### src/rtl/checker_seq_ctrl.sv
// Stimulus sequencer for one FSM benchmark: resets the DUT, drives LFSR
// vectors, compacts outputs into a MISR and compares with a golden value.
module checker_seq_ctrl #(
    parameter int N_IN    = 10,
    parameter int N_OUT   = 11,
    parameter int RST_CYC = 2
) (
    input  logic             clk,
    input  logic             rst,
    input  logic             start,
    input  logic             abort,
    input  logic [15:0]      seed,
    input  logic [15:0]      run_len,
    input  logic [15:0]      golden,
    output logic             dut_rst,
    output logic [N_IN-1:0]  dut_x,
    input  logic [N_OUT-1:0] dut_y,
    output logic             busy,
    output logic             done,
    output logic             pass,
    output logic [15:0]      signature,
    output logic [15:0]      vec_count,
    output logic [7:0]       zero_run_max
);

    typedef enum logic [1:0] {IDLE, RST_DUT, RUN, DONE} state_t;

    localparam logic [15:0] LFSR_INIT = 16'hACE1;
    localparam logic [15:0] RC_LAST   = 16'(RST_CYC - 1);

    state_t      state;
    logic [15:0] lfsr;
    logic [15:0] len;
    logic [15:0] gold;
    logic [15:0] rcnt;
    logic [7:0]  zcur;

    logic [15:0] yext;
    logic [15:0] sig_nxt;
    logic [15:0] lfsr_nxt;
    logic [7:0]  zcur_nxt;
    logic [7:0]  zmax_nxt;
    logic        last;

    // MISR and LFSR share x^16+x^14+x^13+x^11+1
    always_comb begin
        yext = '0;
        yext[N_OUT-1:0] = dut_y;
        sig_nxt = {signature[14:0],
                   signature[15] ^ signature[13] ^ signature[12] ^ signature[10]} ^ yext;
        lfsr_nxt = {lfsr[14:0], lfsr[15] ^ lfsr[13] ^ lfsr[12] ^ lfsr[10]};
        if (yext == 16'd0)
            zcur_nxt = (zcur == 8'hFF) ? 8'hFF : zcur + 8'd1;
        else
            zcur_nxt = 8'd0;
        zmax_nxt = (zcur_nxt > zero_run_max) ? zcur_nxt : zero_run_max;
        last = (vec_count + 16'd1) == len;
    end

    always_ff @(posedge clk) begin
        if (rst) begin
            state        <= IDLE;
            dut_rst      <= 1'b1;
            dut_x        <= '0;
            busy         <= 1'b0;
            done         <= 1'b0;
            pass         <= 1'b0;
            signature    <= 16'd0;
            vec_count    <= 16'd0;
            zero_run_max <= 8'd0;
            zcur         <= 8'd0;
            lfsr         <= LFSR_INIT;
            len          <= 16'd0;
            gold         <= 16'd0;
            rcnt         <= 16'd0;
        end else begin
            unique case (state)
                IDLE: begin
                    dut_rst <= 1'b0;
                    done    <= 1'b0;
                    if (start) begin
                        len          <= run_len;
                        gold         <= golden;
                        lfsr         <= (seed == 16'd0) ? LFSR_INIT : seed;
                        signature    <= 16'd0;
                        vec_count    <= 16'd0;
                        zero_run_max <= 8'd0;
                        zcur         <= 8'd0;
                        rcnt         <= 16'd0;
                        if (run_len != 16'd0) begin
                            state   <= RST_DUT;
                            dut_rst <= 1'b1;
                            busy    <= 1'b1;
                            pass    <= 1'b0;
                        end else begin
                            state <= DONE;
                            done  <= 1'b1;
                            pass  <= (golden == 16'd0);
                        end
                    end
                end
                RST_DUT: begin
                    if (rcnt == RC_LAST) begin
                        state   <= RUN;
                        dut_rst <= 1'b0;
                        dut_x   <= lfsr[N_IN-1:0];
                    end else begin
                        rcnt <= rcnt + 16'd1;
                    end
                end
                RUN: begin
                    if (abort) begin
                        state <= DONE;
                        busy  <= 1'b0;
                        done  <= 1'b1;
                        pass  <= 1'b0;
                    end else begin
                        signature    <= sig_nxt;
                        lfsr         <= lfsr_nxt;
                        vec_count    <= vec_count + 16'd1;
                        zcur         <= zcur_nxt;
                        zero_run_max <= zmax_nxt;
                        // dut_x keeps the final vector once the run ends
                        if (last) begin
                            state <= DONE;
                            busy  <= 1'b0;
                            done  <= 1'b1;
                            pass  <= (sig_nxt == gold);
                        end else begin
                            dut_x <= lfsr_nxt[N_IN-1:0];
                        end
                    end
                end
                DONE: begin
                    done  <= 1'b0;
                    state <= IDLE;
                end
                default: state <= IDLE;
            endcase
        end
    end

endmodule

### config.mk
export PLATFORM = sky130hd
export DESIGN_NAME = checker_seq_ctrl
export DESIGN_NICKNAME = d
export VERILOG_FILES = /design/src/rtl/checker_seq_ctrl.sv
export SDC_FILE = /design/constraint.sdc
export NUM_CORES = 1
export LEC_CHECK = 0
export ABC_CLOCK_PERIOD_IN_PS = 4900
export BUFFER_PORTS_ARGS = -buffer_cell sky130_fd_sc_hd__clkbuf_2
export CAP_MARGIN = 20
export CELL_PAD_IN_SITES_DETAIL_PLACEMENT = 2
export CELL_PAD_IN_SITES_GLOBAL_PLACEMENT = 2
export CORE_UTILIZATION = 37
export CTS_BUF_LIST = sky130_fd_sc_hd__clkbuf_8
export DETAILED_ROUTE_END_ITERATION = 12
export PLACE_DENSITY_LB_ADDON = 0.1
export SLEW_MARGIN = 0
export SYNTH_ARGS = -nofsm -noshare
export SYNTH_HDL_FRONTEND = slang
export SYNTH_SLANG_ARGS = --single-unit
### constraint.sdc
create_clock -name clk -period 4.9 [get_ports clk]
set_input_delay 0.735 -clock clk [delete_from_list [all_inputs] [get_ports clk]]
set_output_delay 0.735 -clock clk [all_outputs]
set_load 0.02 [all_outputs]
==> metrics.log <==
[metrics] run status: completed
[metrics] Total Nets Final: about 990
[metrics] TritonCTS clock tree: yes
[metrics] Synth Warn #: 0
[metrics] share of post-route cells with drive strength above 1: 0.199
[metrics] leakage component of the power: about 3.2 nW
[metrics] cell count of the worst reg-to-reg path: 14
[metrics] R2R Path Start: zcur[0]
[metrics] most common cell after layout, fill and taps aside: dfxtp_1
[metrics] number of max-cap violations: 0
[metrics] maximum fanout count along the critical path: 7
[metrics] Fmax: around 260 MHz
[metrics] cts-stage hold buffer count: 0
[metrics] number of DRC violations after detailed-routing iteration 0: approximately 330
[metrics] CP Cell Sequence: ha_1, nand2_1, nor2_1, nand3_1, a21oi_1, ha_1, nor2b_1, o21a_1, o21a_1, o21ai_0, a21oi_1, o22ai_1, nor3b_1, o22a_1
[metrics] P&R area growth vs syn: 16.9%
[metrics] cell area reported after detailed placement: ~7400 µm²
[metrics] post-CTS setup buffer count: 0
[metrics] share of the core filled with cells: 0.448
[metrics] number of storage elements in the synthesis netlist: roughly 130
[metrics] Port Buffer Count: 116
[metrics] clk_lat worst skew: between 400 and 500 ps
[metrics] DIE WIDTH: about 140 µm
[metrics] Hold Path End: dut_x[0]
[metrics] worst slew margin relative to its limit: 0.370
[metrics] cell at the root of the clock tree: clkbuf_8
[metrics] Residual DRC: 0
[metrics] final critical-path required period: 3850 ps
[metrics] FP Rows: 48
[metrics] share of async-settable or async-resettable flops after synthesis: 0
[metrics] Placed Cells: between 1000 and 1500
[metrics] number of setup violations in the final report: 0
[metrics] post-synthesis net count: roughly 900
[metrics] worst voltage drop across the vdd grid: roughly 0.27 mV
[metrics] H-tree depth: 4
[metrics] estimated wirelength of the detail-placed design: 16400 µm
[metrics] worst slew pin tran: 946 ps
[metrics] share of synthesized area occupied by flip-flops and latches: 0.383
[metrics] part of the cycle the worst path needs: 0.786
[metrics] Reg2Reg Capture Point: zero_run_max[0]
[metrics] n_diodes: 0
[metrics] ranking of synthesized cells by area: dfxtp_1 (38%), nor2_1 (5.4%), a21oi_1 (5.3%)
[metrics] via count of the first global-routing pass: a little under 7000
[metrics] Total GRT Usage: 0.256
[metrics] top cell type's share of synthesized area: 0.383
[metrics] number of antenna violations at the first check in global routing: 0
[metrics] vertical die dimension: between 100 and 150 µm
[metrics] global-route wire length before repair: ~37000 µm
[metrics] weighted congestion at the end of routability-driven global placement: ~0.83
[metrics] clock buffer count from CTS: 17
[metrics] instance count of the mapped netlist: between 800 and 900
[metrics] stage delay of the slowest cell on the critical path: ~680 ps
[metrics] number of distinct library cells after synthesis: 61
[metrics] Final Hold Fails: 0
[metrics] startpoint-to-endpoint class of the critical path: flop to flop
[metrics] crit path capture type: flop
[metrics] category of the worst setup path launch point: flop
[metrics] final global-route overflow total: 0
[metrics] TritonRoute pass-1 iters: 4
[metrics] TritonCTS sink count: around 130
[metrics] unrepaired setup endpoints after global routing: no
[metrics] Power Density: approximately 520 nW/µm²
[metrics] Final Slew Violations: 0
[metrics] core box area: between 15000 and 20000 µm²
[metrics] Die ar.: ~19000 µm²
[metrics] commonest non-fill, non-tap cells in the layout: dfxtp_1 (128), clkbuf_2 (115), nor2_1 (96)
[metrics] data arrival time at the worst-slack endpoint: 4240 ps
[metrics] largest buffer count on any clock path: 2
[metrics] antenna viol nets, final: 0
[metrics] filler instances: around 2000
[metrics] overall via count from detail_route: ~6400
[metrics] number of enable-type register cells in the synthesized netlist: 0
[metrics] wirelength, routed: roughly 23000 µm
[metrics] number of vias per cell after detailed routing: about 5.6
[metrics] average wire length per cell after detail routing: around 20 µm
[metrics] Avg Synthesized Cell Area: between 8 and 9 µm²
[metrics] largest net degree at the start of global routing: between 70 and 80
[metrics] initial core utilization: 0.383
[metrics] final design instance area without fill: approximately 7800 µm²
[metrics] post-layout instance count excluding filler cells: approximately 1100
[metrics] Required @ worst endpoint: approximately 5300 ps
[metrics] Clk pin slew, worst setup/hold paths: ~80 ps
[metrics] total negative slack for setup checks: 0 ps
[metrics] slowest cell on the critical path: nor3b_1
[metrics] Final Skew: between 10 and 15 ps
[metrics] boundary pin count: around 120
[metrics] worst hold stages: 2
[metrics] cell type with the highest aggregate area in the netlist: dfxtp_1
[metrics] most instantiated flip-flop cell in the synthesis netlist: dfxtp_1
[metrics] R2R Setup Slk: about 1100 ps
[metrics] Worst Min Path Start: dut_x[0]
[metrics] path class of the lowest-slack min-delay path: flop to flop
[metrics] cts repair resizes: 0
[metrics] Synth Cell Area: 6700 µm²
sequential cells by signal, summed over array words and instances, names as in the netlist:
name and cells:
gold 16, len 16, lfsr 16, rcnt 16, signature 16, vec_count 16
dut_x 10, zcur 8, zero_run_max 8, state 2, busy 1, done 1
dut_rst 1, pass 1
final cells by class:
| class | instances | area [µm²] | area share |
|---|---|---|---|
| multi-input cells | 616 | 3840 | 0.490 |
| clock inverters | 13 | 163 | 0.0208 |
| flip-flops and latches | 128 | 2560 | 0.327 |
| clock buffers | 19 | 262 | 0.0334 |
| repair buffers | 124 | 643 | 0.0822 |
| well taps | 225 | 282 | 0.0360 |
| inverters | 21 | 78.8 | 0.0101 |
worst max-delay path: cells and delay by family, from the launching register on:
kind / cells / cell delay [ps]
compound gates: 7 / 1340
fa+ha+maj: 2 / 540
flops: 1 / 410
simple gates: 5 / 1480
report_power, final:
| group | total, mW | internal, mW | switching (mW) |
|---|---|---|---|
| Clock | 0.987 | 0.530 | 0.457 |
| Sequential | 1.45 | 1.25 | 0.196 |
| Combinational | 1.60 | 0.590 | 1.01 |
synthesized netlist by cell type (all sizes together) (5+ instances only):
library cell  instances
ha                   16
o22ai                 9
a211oi               11
clkbuf               44
nor4                 24
mux2i                19
mux2                  9
dfxtp               128
nand3b                5
xor2                 39
xnor2                29
nor3                 23
nand2                95
inv                  20
o22a                  7
a211o                 7
nand3                23
o21ai                23
a21oi                71
or3                   8
and3                  7
nor2                 97
a22oi                18
o21a                  9
buf                  10
nand4                14
routing by layer:
layer | global-route usage | vias to the layer above | wire length, µm | part of all wire
met1 | 0.321 | 3213 | 10500 | 0.46
met5 | 0 | - | 0 | 0
met4 | 0.0716 | 0 | 204 | 0.0089
met3 | 0.0374 | 17 | 594 | 0.026
met2 | 0.451 | 105 | 11600 | 0.51
li1 | - | 3073 | - | -
worst max path at each step:
| stage | startpoint | end | slack (ps) |
|---|---|---|---|
| after floorplan | dut_y[7] | zero_run_max[0] | 1680 |
| after global placement | dut_y[7] | zero_run_max[3] | 1140 |
| after detailed placement | dut_y[7] | zero_run_max[0] | 880 |
| after CTS | vec_count[0] | dut_x[1] | 1130 |
| after global routing | zcur[0] | zero_run_max[0] | 800 |
| final | zcur[0] | zero_run_max[0] | 1050 |
stage by stage:
step           power [mW]  hold WS [ps]  worst slack, ps
6_report             4.04           468             1050
5_1_grt              4.29           495              799
3_5_place_dp         3.06           461              881
2_1_floorplan        2.55           435             1680
3_3_place_gp         2.94           446             1140
4_1_cts              4.06           472             1130
cells by family (layout without fill, tap and decap cells):
logic type	count (synthesis)	after routing	share of synthesized area
muxes	28	28	0.0435
adders and majority gates	16	16	0.0299
xor gates and xnor gates	68	68	0.0890
and+or+nand+nor	324	324	0.233
AOI/OAI and AO/OA	180	180	0.177
buffers and inverters	75	177	0.0450
DFF	128	128	0.383
No activity file was read; power rests on OpenSTA's default activity.
